--- src/rtl/stb_seq.sv ---
// Measurement sequencer for the strobe generator: frequency-detect phase, strobe
// collection with period measurement and inter-strobe timeout supervision.
module stb_seq #(
    parameter int unsigned CNT_W = 16,
    parameter int unsigned TMR_W = 24
) (
    input  logic             clk_i,
    input  logic             arstn_i,
    input  logic             start_i,
    input  logic             abort_i,
    input  logic [CNT_W-1:0] n_stb_i,
    input  logic [TMR_W-1:0] det_cycles_i,
    input  logic [TMR_W-1:0] timeout_i,
    input  logic             stb_i,
    input  logic             gen_err_i,
    output logic             freq_det_o,
    output logic             oe_o,
    output logic             busy_o,
    output logic             done_o,
    output logic             err_o,
    output logic [1:0]       err_code_o,
    output logic [CNT_W-1:0] stb_cnt_o,
    output logic [TMR_W-1:0] period_o
);

    typedef enum logic [1:0] {StIdle, StDet, StRun, StDone} state_e;

    localparam logic [1:0] ErrOk      = 2'd0;
    localparam logic [1:0] ErrTimeout = 2'd1;
    localparam logic [1:0] ErrGen     = 2'd2;
    localparam logic [1:0] ErrBadCfg  = 2'd3;

    state_e           state_q;
    logic [TMR_W-1:0] timer_q;
    logic [TMR_W-1:0] timeout_q;
    logic [CNT_W-1:0] n_stb_q;
    logic             stb_q;

    logic             stb_evt;
    logic [CNT_W-1:0] cnt_inc;
    logic             last_stb;
    logic             timeout_hit;
    logic             fin;
    logic [1:0]       fin_code;

    assign stb_evt     = stb_i & ~stb_q;
    assign cnt_inc     = stb_cnt_o + CNT_W'(1);
    assign last_stb    = stb_evt && (cnt_inc == n_stb_q);
    assign timeout_hit = (timeout_q != '0) && (timer_q == timeout_q) && !stb_evt;

    // Sequence termination decode; abort suppresses any completion in the same cycle.
    always_comb begin
        fin      = 1'b0;
        fin_code = ErrOk;
        if ((state_q == StDet || state_q == StRun) && !abort_i) begin
            if (gen_err_i) begin
                fin      = 1'b1;
                fin_code = ErrGen;
            end else if (state_q == StRun) begin
                if (last_stb) begin
                    fin      = 1'b1;
                    fin_code = ErrOk;
                end else if (timeout_hit) begin
                    fin      = 1'b1;
                    fin_code = ErrTimeout;
                end
            end
        end
    end

    always_ff @(posedge clk_i or negedge arstn_i) begin
        if (!arstn_i) begin
            state_q    <= StIdle;
            timer_q    <= '0;
            timeout_q  <= '0;
            n_stb_q    <= '0;
            stb_q      <= 1'b0;
            freq_det_o <= 1'b0;
            oe_o       <= 1'b0;
            busy_o     <= 1'b0;
            done_o     <= 1'b0;
            err_o      <= 1'b0;
            err_code_o <= ErrOk;
            stb_cnt_o  <= '0;
            period_o   <= '0;
        end else begin
            stb_q  <= stb_i;
            done_o <= 1'b0;
            unique case (state_q)
                StIdle: begin
                    freq_det_o <= 1'b0;
                    oe_o       <= 1'b0;
                    busy_o     <= 1'b0;
                    if (start_i) begin
                        n_stb_q    <= n_stb_i;
                        timeout_q  <= timeout_i;
                        stb_cnt_o  <= '0;
                        period_o   <= '0;
                        err_o      <= 1'b0;
                        err_code_o <= ErrOk;
                        busy_o     <= 1'b1;
                        if (n_stb_i == '0) begin
                            state_q    <= StDone;
                            done_o     <= 1'b1;
                            err_o      <= 1'b1;
                            err_code_o <= ErrBadCfg;
                        end else begin
                            state_q    <= StDet;
                            freq_det_o <= 1'b1;
                            timer_q    <= (det_cycles_i == '0) ? TMR_W'(1) : det_cycles_i;
                        end
                    end
                end
                StDet, StRun: begin
                    if (abort_i) begin
                        state_q    <= StIdle;
                        freq_det_o <= 1'b0;
                        oe_o       <= 1'b0;
                        busy_o     <= 1'b0;
                    end else begin
                        if (state_q == StDet) begin
                            if (timer_q == TMR_W'(1)) begin
                                state_q    <= StRun;
                                freq_det_o <= 1'b0;
                                oe_o       <= 1'b1;
                                timer_q    <= TMR_W'(1);
                            end else begin
                                timer_q <= timer_q - TMR_W'(1);
                            end
                        end else if (!gen_err_i) begin
                            if (stb_evt) begin
                                stb_cnt_o <= cnt_inc;
                                if (stb_cnt_o != '0) period_o <= timer_q;
                                timer_q <= TMR_W'(1);
                            end else if (timer_q != '1) begin
                                timer_q <= timer_q + TMR_W'(1);
                            end
                        end
                        if (fin) begin
                            state_q    <= StDone;
                            done_o     <= 1'b1;
                            freq_det_o <= 1'b0;
                            oe_o       <= 1'b0;
                            err_o      <= (fin_code != ErrOk);
                            err_code_o <= fin_code;
                        end
                    end
                end
                StDone: begin
                    state_q    <= StIdle;
                    busy_o     <= 1'b0;
                    freq_det_o <= 1'b0;
                    oe_o       <= 1'b0;
                end
            endcase
        end
    end

endmodule
--- config.mk ---
export PLATFORM = sky130hd
export DESIGN_NAME = stb_seq
export DESIGN_NICKNAME = d
export VERILOG_FILES = /design/src/rtl/stb_seq.sv
export SDC_FILE = /design/constraint.sdc
export NUM_CORES = 1
export LEC_CHECK = 0
export ABC_AREA = 1
export BUFFER_PORTS_ARGS = -buffer_cell sky130_fd_sc_hd__buf_4
export CORE_MARGIN = 2
export CORE_UTILIZATION = 30
export DETAILED_ROUTE_END_ITERATION = 6
export SETUP_SLACK_MARGIN = 0.4
export SLEW_MARGIN = 20
export SYNTH_ARGS = -nofsm -noshare
export SYNTH_HDL_FRONTEND = slang
export SYNTH_SLANG_ARGS = --single-unit
--- constraint.sdc ---
create_clock -name clk_i -period 2.65 [get_ports clk_i]
set_input_delay 0.53 -clock clk_i [delete_from_list [all_inputs] [get_ports clk_i]]
set_output_delay 0.53 -clock clk_i [all_outputs]
set_load 0.005 [all_outputs]
==> results of run 1 <==
-- area by class of cell --
class                   count  area (sq um)
clock buffers              20         456.7
inverters                 120         480.5
clock inverters            10         63.81
repair inverters            1         7.507
flip-flops and latches    114          2872
well taps                 324         405.4
multi-input cells         728          4212
fillers                  2464         14210
repair buffers            187          1465
-- what timing repair did --
item | CTS | global route
gates cloned | 2 | 6
setup buffers | 3 | 34
endpoints found under the setup margin | 42 | 72
pin swaps | 2 | 20
gates resized for setup | 20 | 122
endpoints found under the hold margin | 0 | 0
-- path summary, 6_finish.rpt --
check	start	endpoint
min in group clk_i	stb_i	stb_q
max in group asynchronous	arstn_i	stb_cnt_o[1]
max reg2reg	state_q[1]	stb_cnt_o[13]
min	arstn_i	period_o[11]
max	state_q[1]	stb_cnt_o[13]
min reg2reg	period_o[23]	period_o[23]
-- through the flow --
step           hold WS [ps]  power [W]
2_1_floorplan         234.4   0.007282
3_3_place_gp          466.5   0.009356
3_5_place_dp          471.3   0.009430
4_1_cts               45.40    0.01168
5_1_grt               58.44    0.01381
6_report              37.70    0.01286
-- cell usage after synthesis (13+ instances only) --
master    count  area share
nand4_1      22       0.019
nor4_1       19       0.016
dfrtp_1     114        0.39
nor3_1       14      0.0096
clkbuf_1     13      0.0067
a21oi_1      32       0.022
o21ai_1      13      0.0089
inv_1       113       0.058
o21ai_0      85       0.058
nand3_1      82       0.056
nand2_1     229        0.12
buf_2        15       0.010
o21ai_2      22       0.026
xor2_1       13       0.016
o211ai_1     19       0.019
mux2_2       15       0.023
nor2_1       87       0.045
-- sequential cells by signal, summed over array words and instances, names as in the netlist --
name and flops:
state_q 2, timer_q 24, done_o 1, n_stb_q 16
busy_o 1, oe_o 1, err_o 1, err_code_o 2
timeout_q 24, period_o 24, freq_det_o 1, stb_q 1
stb_cnt_o 16
-- worst max-delay path, delay by kind of cell, from the launching register on --
kind,cells,cell delay (ps)
buffers and inverters,8,660
flip-flops,1,360
AND/OR/NAND/NOR,4,640
adder cells (fa/ha/maj),1,300
AO/OA/AOI/OAI,2,240
-- routing by layer --
layer / GRT usage / up-vias / part of all wire
li1: - / 3683 / -
met1: 0.2571 / 3664 / 0.44
met2: 0.3103 / 263 / 0.47
met3: 0.04236 / 62 / 0.056
met4: 0.08231 / 0 / 0.034
met5: 0 / - / 0
-- power groups by stage --
stage / sequential, W / combinational [W] / clock, W
after floorplan: 0.00312 / 0.00416 / 0
after global placement: 0.00347 / 0.00589 / 0
after detailed placement: 0.00346 / 0.00597 / 0
after CTS: 0.00345 / 0.00614 / 0.00209
after global routing: 0.00365 / 0.00799 / 0.00218
final: 0.00354 / 0.00725 / 0.00207
-- cells by family (layout without fill, tap and decap cells) --
group	after synthesis	in the layout	share of synthesized area
buffers and inverters	157	338	0.09030
AO/OA/AOI/OAI	193	193	0.1548
multiplexers	15	15	0.02305
XOR/XNOR	18	18	0.02151
AND/OR/NAND/NOR	486	491	0.3023
adder cells (fa/ha/maj)	11	11	0.01878
flip-flops	114	114	0.3892
==> parameters.txt, run 1 <==
Parameter                              Value

Status
  Result of the run ... completed

Synthesis
  Fraction of synthesis flops using an asynchronous set or reset pin ... 1.000
  FF+latch count, synth ... 114
  Number of instances in the synthesized netlist ... between 900 and 1000
  Netlist Area Pre-Place ... 0.007330 sq mm
  Sequential cell area fraction in the yosys report ... 0.3892
  Leading register cell type out of synthesis ... dfrtp_1
  Count of yosys warnings during synthesis ... 0
  EDFF count, synth ... 0
  Net count after synthesis ... between 1000 and 1500
  Number of distinct library cell variants in the gate-level netlist after synthesis ... 45
  Synthesized area divided by synthesized cell count ... approximately 7.4 sq um

Die
  Die height ... approximately 160 microns
  Starting utilization of the core area ... 0.3032
  Number of primary I/O pins ... approximately 120
  Core Footprint ... 0.02418 sq mm
  Number of standard-cell rows in the floorplan ... between 50 and 60
  Die Area ... about 0.026 sq mm
  Die W ... 160.3 microns

Global routing
  Antenna violations before repair ... 0
  Remaining global-route overflow ... 0
  Total GRT Usage ... 0.1949
  Maximum number of pins on one net before global-route repair ... 42
  Wire length of the first global-routing pass ... just under 40000 microns
  Number of global-route vias before repair ... 7303

STA
  Final Cycle Share ... 0.8653
  Post-Route Setup TNS ... 0 ps
  Max transition margin ... 0.5162
  Worst clock skew ... approximately 15 ps
  Final count of pins violating max slew ... 0
  Min cycle time layout ... 2293 ps
  Setup slack after layout ... 356.9 ps
  Max Freq ... 436.1 MHz
  Final Hold Vio Count ... 0
  Least-Margin Pin Slew ... 723.1 ps
  Unrepaired setup endpoints after global routing ... yes
  Total setup violations reported at the end of the flow ... 0

Clock tree
  Count of clock tree sinks ... 114
  Number of H-tree levels ... 4
  Number of buffers inserted by hold repair at cts ... 0
  Maximum clock path buffer count ... 2
  Clock tree from TritonCTS ... built
  Root Buffer ... clkbuf_16
  Insertion delay to the later sink of the worst-skew pair ... about 420 ps
  Clock transition at the registers of the reported paths ... roughly 60 ps
  Total CTS buffers ... 17

Place
  Dpl cell area ... 0.008653 sq mm
  Port bufs ... approximately 120
  DP HPWL ... 18570 microns
  Number of cells in the design after placement ... ~1400
  Post-Place Setup Slack ... -196.2 ps
  Final GP Congestion ... just over 0.9

Critical path
  Critical path class ... flop to flop
  Crit end category ... flop
  Ordered list of cells on the worst path ... inv_2, ha_4, inv_6, nor2_8, inv_4, a21oi_4, inv_2, nor4_4, inv_2, nor2_4, buf_4, buf_6, buf_6, nand3_1, o21ai_1
  Cell repeated most along the worst path ... inv_2
  Register-to-Register Path Depth ... 15
  Setup slack of the worst register-to-register path ... 360 ps
  Startpoint Class ... flop
  Maximum fanout count along the critical path ... 6
  Worst path required time ... roughly 3000 ps
  WP data arrival ... between 2000 and 3000 ps
  Delay of the slowest cell on the worst path ... roughly 360 ps
  Crit-path slowest cell ... dfrtp_1

Drt
  Final Routed Wirelength ... around 26000 microns
  DR iter-0 viols ... 535
  Post-route DRC violation count ... 0
  Number of iterations in the first detailed-routing pass ... 5
  Total number of vias ... ~7700
  Via count normalized by instance count ... just over 5
  Number of antenna-violating nets in the routed design ... 0
  Per-cell routed wire length ... roughly 17 microns

Cells and area
  Number of diodes ... 0
  Most common cell after layout, fill and taps aside ... nand2_1
  Post-layout instance count excluding filler cells ... around 1500
  Share of final-layout standard cells stronger than drive strength 1 ... 0.3161
  Area growth from synthesis to layout ... 35.92%
  Top library cells by usage in the layout, fill and taps aside ... nand2_1 (218), buf_4 (176), inv_1 (101), dfrtp_1 (99), nand3_1 (75)
  Post-route design area ... approximately 0.01 sq mm
  Post-layout net count ... roughly 1300
  Final standard cell utilization of the core ... 0.4120

Power
  Power density over cell area ... roughly 1300 mW/mm^2
  Share of total power in combinational logic ... 0.564
  Max rail drop VDD ... 0.0005743 V
  Proportion of power drawn by flip-flops and latches ... 0.275
  Switching portion of total power ... 0.4780
  Switching power summed over all nets ... roughly 0.0061 W
  Static leakage power ... ~4.5 nW
  Clock share of power ... 0.161
  Pint ... 0.006714 W

Worst hold path
  Class of the tightest hold or removal check ... input pin to asynchronous set/reset pin

Flow run
  Maxcap violations ... 0
(Power assumes the default switching activity.)
==> inputs of run 2 (changes only) <==
--- a/config.mk
+++ b/config.mk
@@ -6,9 +6,9 @@
 export NUM_CORES = 1
 export LEC_CHECK = 0
 export ABC_AREA = 1
-export BUFFER_PORTS_ARGS = -buffer_cell sky130_fd_sc_hd__buf_4
-export CORE_MARGIN = 2
-export CORE_UTILIZATION = 30
+export BUFFER_PORTS_ARGS = -buffer_cell sky130_fd_sc_hd__clkbuf_2
+export CORE_MARGIN = 1
+export CORE_UTILIZATION = 32
 export DETAILED_ROUTE_END_ITERATION = 6
 export SETUP_SLACK_MARGIN = 0.4
 export SLEW_MARGIN = 20
==> run 2 against run 1 <==
Utilization is 1.7 points higher. Worst hold slack improved by 69 ps. Critical endpoint is now timer_q[7]. Sequential cell count stayed put. Non-clock buffer count is 15 lower. Clock skew grew 0.56 ps. Combinational power is 6.5% lower. Register-to-register slack hardly changed. Critical path depth down 2. Critical path type unchanged. Count of clock-buffer cells in the layout rose by 2. Global-route usage rose by 1.4 points.
==> parameters.txt, run 2 (synthesis gave the netlist of run 1 again) <==
Parameter                              Value

Status
  Result of the run ... completed

Drt
  Number of antenna-violating nets in the routed design ... 0 (unchanged)
  Total number of vias ... 7668 (-0.052%)
  Number of iterations in the first detailed-routing pass ... 5 (unchanged)
  Post-route DRC violation count ... 0 (unchanged)
  DR iter-0 viols ... 539 (+0.75%)
  Final Routed Wirelength ... 25080 microns (-3.0%)
  Per-cell routed wire length ... 17.31 microns (+0.63%)
  Via count normalized by instance count ... 5.292 (+3.7%)

STA
  Final Cycle Share ... 0.8687 (+0.003403)
  Worst clock skew ... 15.31 ps (+0.5644 ps)
  Post-Route Setup TNS ... 0 ps (unchanged)
  Final Hold Vio Count ... 0 (unchanged)
  Max Freq ... 434.4 MHz (-0.39%)
  Least-Margin Pin Slew ... 793.7 ps (+70.63 ps)
  Total setup violations reported at the end of the flow ... 0 (unchanged)
  Unrepaired setup endpoints after global routing ... yes
  Max transition margin ... 0.4690 (-0.04725)
  Min cycle time layout ... 2302 ps (+9.017 ps)
  Final count of pins violating max slew ... 0 (unchanged)

Critical path
  WP data arrival ... 2600 ps (-40 ps)
  Worst path required time ... 2950 ps (-50 ps)
  Critical path class ... flop to flop
  Maximum fanout count along the critical path ... 16 (+10)
  Register-to-Register Path Depth ... 13 (-2)
  R2r startpoint ... timer_q[1]
  Setup slack of the worst register-to-register path ... 350 ps (about the same)
  Crit end category ... flop
  CP startpoint ... timer_q[1]
  Reg-to-Reg End ... timer_q[7]
  Startpoint Class ... flop

Die
  Number of standard-cell rows in the floorplan ... 55 (-3.5%)
  Die W ... 153.3 microns (-4.3%)
  Die Area ... 0.02351 sq mm (-8.5%)
  Starting utilization of the core area ... 0.3247 (+0.02156)
  Number of primary I/O pins ... 117 (unchanged)
  Die height ... 153.3 microns (-4.3%)
  Core Footprint ... 0.02257 sq mm (-6.6%)

Power
  Static leakage power ... 4.471 nW (-1.6%)
  Share of total power in combinational logic ... 0.526 (-0.038)
  Max rail drop VDD ... 0.0005680 V (-1.1%)
  Pint ... 0.006870 W (+2.3%)
  Switching portion of total power ... 0.4672 (-0.01088)
  Switching power summed over all nets ... 0.006024 W (-2.0%)
  Clock share of power ... 0.193 (+0.032)
  Total Power Consumption ... 0.01289 W (+0.24%)
  Proportion of power drawn by flip-flops and latches ... 0.281 (+0.006)
  Power density over cell area ... 1331 mW/mm^2 (+3.1%)

Clock tree
  Number of H-tree levels ... 4 (unchanged)
  Clock tree from TritonCTS ... built
  Insertion delay to the later sink of the worst-skew pair ... 430 ps (about the same)
  Count of clock tree sinks ... 114 (unchanged)
  Maximum clock path buffer count ... 2 (unchanged)
  Clock transition at the registers of the reported paths ... 60 ps (about the same)
  Total CTS buffers ... 17 (unchanged)
  Root Buffer ... clkbuf_16

Global routing
  Number of global-route vias before repair ... 7120 (-2.5%)
  Remaining global-route overflow ... 0 (unchanged)
  Total GRT Usage ... 0.2092 (+0.01426)
  Wire length of the first global-routing pass ... 38000 microns (-3.1%)
  Antenna violations before repair ... 0 (unchanged)
  Maximum number of pins on one net before global-route repair ... 40 (-4.8%)

Worst hold path
  Class of the tightest hold or removal check ... input pin to asynchronous set/reset pin

Place
  Final GP Congestion ... 0.9178 (about the same)
  DP HPWL ... 17740 microns (-4.4%)
  Port bufs ... 116 (unchanged)

Flow run
  Maxcap violations ... 0 (unchanged)

Cells and area
  Most common cell after layout, fill and taps aside ... nand2_1
  Area growth from synthesis to layout ... 32.21%
  Top library cells by usage in the layout, fill and taps aside ... nand2_1 (211), clkbuf_2 (115), dfrtp_1 (106), inv_1 (102), nand3_1 (76)
  Post-layout net count ... 1234 (-1.3%)
  Share of final-layout standard cells stronger than drive strength 1 ... 0.3041 (-0.01198)
  Number of diodes ... 0 (unchanged)
  Largest registers ... period_o (24), timeout_q (24), timer_q (24)
==> run 2: changes by cell type in the layout (fill, tap and decap cells not counted), sizes merged, moves of 2 or more <==
cell / delta
clkinvlp: -4
bufinv: +4
inv: -2
clkbuf: +118
buf: -131
==> run 2: worst max path at each step <==
stage,end,slack (ps),depth (start not counted)
3_5_place_dp,period_o[17],100,12
2_1_floorplan,period_o[7],450,13
5_1_grt,stb_cnt_o[3],240,14
3_3_place_gp,period_o[16],210,12
4_1_cts,err_o,410,16
6_report,timer_q[7],350,13
==> run 2: metrics by stage <==
| stage | cells | hold slack [ps] | setup slack, ps | cell area (sq um) | util |
|---|---|---|---|---|---|
| after floorplan | 994 | 234.4 | 449.5 | 7330 | - |
| after global placement | 1380 | 464.6 | 212.2 | 8254 | 0.3657 |
| after detailed placement | 1380 | 471.6 | 98.35 | 8254 | 0.3657 |
| after CTS | 1421 | 110.8 | 408.5 | 9061 | 0.4014 |
| after global routing | 1449 | 125.5 | 235.5 | 9691 | 0.4293 |
| final | 1449 | 106.2 | 347.9 | 9691 | 0.4293 |
==> run 2: layout make-up <==
cell class / instances / area [sq um]
flip-flops and latches: 114 / 2863
well taps: 285 / 356.6
repair buffers: 172 / 1082
inverters: 120 / 495.5
clock buffers: 22 / 484.2
repair inverters: 2 / 16.27
multi-input cells: 726 / 4242
fillers: 2292 / 12880
clock inverters: 8 / 151.4
==> run 2: layer usage <==
layer,wire (microns),vias up,part of all wire,track usage
met3,1893,46,0.075,0.04168
met1,10850,3665,0.43,0.2791
met2,11740,315,0.47,0.3303
li1,-,3642,-,-
met5,0,-,0,0
met4,602,0,0.024,0.08667
==> run 2: timing repair <==
action | CTS | global route
pin swaps | 4 | 25
gates resized for setup | 22 | 120
hold buffers | 0 | 0
cloned | 2 | 4
setup endpoints to repair | 63 | 70
buffers inserted | 9 | 24
==> run 2: power by group through the flow <==
stage               sequential (W)  combinational (W)  clock (W)
global placement           0.00355            0.00537          0
CTS                        0.00353            0.00578    0.00253
finish                     0.00363            0.00678    0.00249
floorplan                  0.00312            0.00416          0
detailed placement         0.00356            0.00546          0
global route               0.00373            0.00750    0.00260
==> run 2: critical path, stage by stage (launching register included) <==
cell	delay (ps)
dfrtp_2	440
ha_4	160
nand4_1	130
nor2_2	190
nand2_2	110
nor3_4	280
nand2_2	100
o21ai_1	120
nand2_1	80
nand2_1	110
nor2_4	80
buf_12	160
o211ai_1	80
o21ai_0	100
==> inputs of run 3 (changes only) <==
--- a/config.mk
+++ b/config.mk
@@ -5,11 +5,12 @@
 export SDC_FILE = /design/constraint.sdc
 export NUM_CORES = 1
 export LEC_CHECK = 0
-export ABC_AREA = 1
+export ABC_AREA = 0
 export BUFFER_PORTS_ARGS = -buffer_cell sky130_fd_sc_hd__clkbuf_2
 export CORE_MARGIN = 1
 export CORE_UTILIZATION = 32
 export DETAILED_ROUTE_END_ITERATION = 6
+export MAX_ROUTING_LAYER = met4
 export SETUP_SLACK_MARGIN = 0.4
 export SLEW_MARGIN = 20
 export SYNTH_ARGS = -nofsm -noshare
==> run 3 against run 2 <==
Die area shrank 4.4%. Cell count shrank 15%. Sequential cell count is the same.
==> parameters.txt, run 3 <==
Parameter                              Value

Critical path
  CP startpoint ... timer_q[16]
  Register-to-Register Path Depth ... 9 (-4)
  Reg-to-Reg End ... timer_q[5]
  Critical path class ... flop to flop
  Worst path required time ... 2960 ps (about the same)
  WP data arrival ... 2920 ps (+320 ps)
  R2r startpoint ... timer_q[16]
  Startpoint Class ... flop
  Setup slack of the worst register-to-register path ... 40 ps (-310 ps)
  Crit end category ... flop
  Maximum fanout count along the critical path ... 4 (-12)

STA
  Least-Margin Pin Slew ... 613.2 ps (-180.5 ps)
  Final Cycle Share ... 0.9840 (+0.1153)
  Post-Route Setup TNS ... 0 ps (unchanged)
  Worst clock skew ... 9.476 ps (-5.838 ps)
  Unrepaired setup endpoints after global routing ... yes
  Setup slack after layout ... 42.48 ps (-305.4 ps)
  Total setup violations reported at the end of the flow ... 0 (unchanged)
  Max transition margin ... 0.5912 (+0.1222)
  Final Hold Vio Count ... 0 (unchanged)
  Final count of pins violating max slew ... 0 (unchanged)
  Post-Route Hold Slack ... 105.2 ps (-0.9950 ps)
  Max Freq ... 383.5 MHz (-12%)
  Min cycle time layout ... 2608 ps (+305.4 ps)

Cells and area
  Most common cell after layout, fill and taps aside ... clkbuf_2
  Post-layout instance count excluding filler cells ... 1227 (-15%)
  Share of final-layout standard cells stronger than drive strength 1 ... 0.4275 (+0.1234)
  Post-route design area ... 0.01003 sq mm (+3.5%)
  Largest registers ... period_o (24), timeout_q (24), timer_q (24)
  Top library cells by usage in the layout, fill and taps aside ... clkbuf_2 (115), dfrtp_1 (111), buf_4 (101), nand2_1 (59)
  Area growth from synthesis to layout ... 43.23%
  Number of diodes ... 0 (unchanged)
  Fillers ... 1940 (-15%)
  Post-layout net count ... 1020 (-17%)

Synthesis
  Top cell type by total area after synthesis ... dfrtp_1
  Net count after synthesis ... 825 (-23%)
  Number of distinct library cell variants in the gate-level netlist after synthesis ... 64 (+42%)
  Commonest cells in the netlist ... dfrtp_1 (114), nand2_1 (61), o21ai_0 (53), mux2_2 (45), xnor2_1 (44)
  FF+latch count, synth ... 114 (unchanged)
  EDFF count, synth ... 0 (unchanged)
  Count of yosys warnings during synthesis ... 0 (unchanged)
  Netlist Area Pre-Place ... 0.007002 sq mm (-4.5%)
  Top cells by area in the synthesized netlist ... dfrtp_1 (41%), mux2_2 (7.2%), xnor2_1 (5.5%)
  Leading register cell type out of synthesis ... dfrtp_1
  Fraction of synthesis flops using an asynchronous set or reset pin ... 1.000 (unchanged)
  Top-area cell type share of the netlist area ... 0.4074 (+0.01822)
  Synthesized area divided by synthesized cell count ... 9.411 sq um (+28%)
  Number of instances in the synthesized netlist ... 744 (-25%)
  Sequential cell area fraction in the yosys report ... 0.4074 (+0.01822)
  Most used standard cell by instance count after synthesis ... dfrtp_1

Clock tree
  Number of buffers inserted by hold repair at cts ... 0 (unchanged)
  Maximum clock path buffer count ... 2 (unchanged)
  Number of H-tree levels ... 4 (unchanged)
  Total CTS buffers ... 17 (unchanged)
  Clock tree from TritonCTS ... built
  Clock transition at the registers of the reported paths ... 60 ps (about the same)
  Count of clock tree sinks ... 114 (unchanged)
  Root Buffer ... clkbuf_16
  Insertion delay to the later sink of the worst-skew pair ... 430 ps (about the same)

Drt
  Final Routed Wirelength ... 23890 microns (-4.7%)
  Via count normalized by instance count ... 5.567 (+5.2%)
  DR iter-0 viols ... 542 (+0.56%)
  Per-cell routed wire length ... 19.47 microns (+12%)
  Post-route DRC violation count ... 0 (unchanged)
  Total number of vias ... 6831 (-11%)
  Number of antenna-violating nets in the routed design ... 0 (unchanged)
  Number of iterations in the first detailed-routing pass ... 5 (unchanged)

Die
  Number of standard-cell rows in the floorplan ... 53 (-3.6%)
  Core Footprint ... 0.02122 sq mm (-6.0%)
  Die Area ... 0.02248 sq mm (-4.4%)
  Starting utilization of the core area ... 0.3300 (+0.005230)
  Die W ... 149.9 microns (-2.2%)
  Die height ... 149.9 microns (-2.2%)
  Number of primary I/O pins ... 117 (unchanged)

Global routing
  Antenna violations before repair ... 0 (unchanged)
  Maximum number of pins on one net before global-route repair ... 42 (+5.0%)
  Number of global-route vias before repair ... 6447 (-9.5%)
  Wire length of the first global-routing pass ... 36580 microns (-3.7%)
  Total GRT Usage ... 0.2211 (+0.01192)
  Remaining global-route overflow ... 0 (unchanged)

Power
  Max rail drop VDD ... 0.0006785 V (+19%)
  Power density over cell area ... 1316 mW/mm^2 (-1.1%)
  Static leakage power ... 4.261 nW (-4.7%)

Place
  Port bufs ... 116 (unchanged)
  Dpl cell area ... 0.008521 sq mm (+3.2%)
  DP HPWL ... 16550 microns (-6.7%)
  Number of cells in the design after placement ... 1158 (-16%)
  Post-Place Setup Slack ... 18.91 ps (-79.44 ps)
  Final GP Congestion ... 0.8957 (-2.4%)

Flow run
  Maxcap violations ... 0 (unchanged)

Status
  Result of the run ... completed

Worst hold path
  Class of the tightest hold or removal check ... input pin to asynchronous set/reset pin
-- run 3: cell count changes in the layout (fill, tap and decap cells not counted), sizes merged, moves of 39 or more --
cell	change
nand2	-175
inv	-98
nor2	-72
buf	+70
o21ai	-65
nand3	-61
xnor2	+39
-- run 3: where the power goes --
group	internal, W	switching, W
Clock	0.00181	0.000861
Combinational	0.00355	0.00383
Sequential	0.00246	0.000675
-- run 3: timing repair --
item / 4_1_cts / 5_1_grt
endpoints found under the setup margin: 60 / 68
setup buffers: 27 / 7
gates resized for setup: 48 / 50
pin swaps: 22 / 19
gates cloned: 3 / 0
-- run 3: routing by layer --
| layer | up-vias | wire length, microns | track usage | share of wire |
|---|---|---|---|---|
| met1 | 3326 | 10710 | 0.3007 | 0.45 |
| met4 | 0 | 617 | 0.07980 | 0.026 |
| li1 | 3173 | - | - | - |
| met5 | - | 0 | - | 0 |
| met2 | 276 | 10920 | 0.3250 | 0.46 |
| met3 | 56 | 1650 | 0.04238 | 0.069 |
-- run 3: stage by stage --
stage | util | power (W)
3_5_place_dp | 0.4015 | 0.008980
6_report | 0.4726 | 0.01320
2_1_floorplan | - | 0.006956
4_1_cts | 0.4580 | 0.01255
3_3_place_gp | 0.4015 | 0.008927
5_1_grt | 0.4726 | 0.01390
-- run 3: logic make-up (layout without fill, tap and decap cells) --
family                   Yosys count  after routing  share of synthesized area
adder cells (fa/ha/maj)           11             11                    0.01966
buffers and inverters             82            290                    0.04968
AND/OR/NAND/NOR                  237            237                     0.1782
multiplexers                      49             49                    0.07809
XOR/XNOR                          59             59                    0.07380
AO/OA/AOI/OAI                    192            192                     0.1932
flip-flops                       114            114                     0.4074
-- run 3: worst max path at each step --
stage | end | slack (ps) | depth (start not counted)
floorplan | err_code_o[0] | 130 | 9
global placement | err_o | 100 | 9
detailed placement | err_code_o[1] | 20 | 9
CTS | err_o | 100 | 8
global route | err_code_o[0] | -50 | 8
finish | timer_q[5] | 40 | 9
-- run 3: worst max-delay path, cell delays in order, from the launching register on --
cell,delay [ps]
dfrtp_1,380
or3_4,390
or4b_4,550
o31a_1,360
buf_4,170
buf_4,130
a22oi_2,150
a211oi_1,120
a21oi_1,180
o21ai_1,80
-- run 3: cell type report --
class                      count  area [sq um]  share of cell area
multi-input combinational    548          4339              0.4327
sequential                   114          2856              0.2848
timing repair buffer         241          1742              0.1737
clock buffer                  19         452.9             0.04517
tap                          275         344.1             0.03431
clock inverter                13         230.2             0.02296
inverter                      17         63.81            0.006363
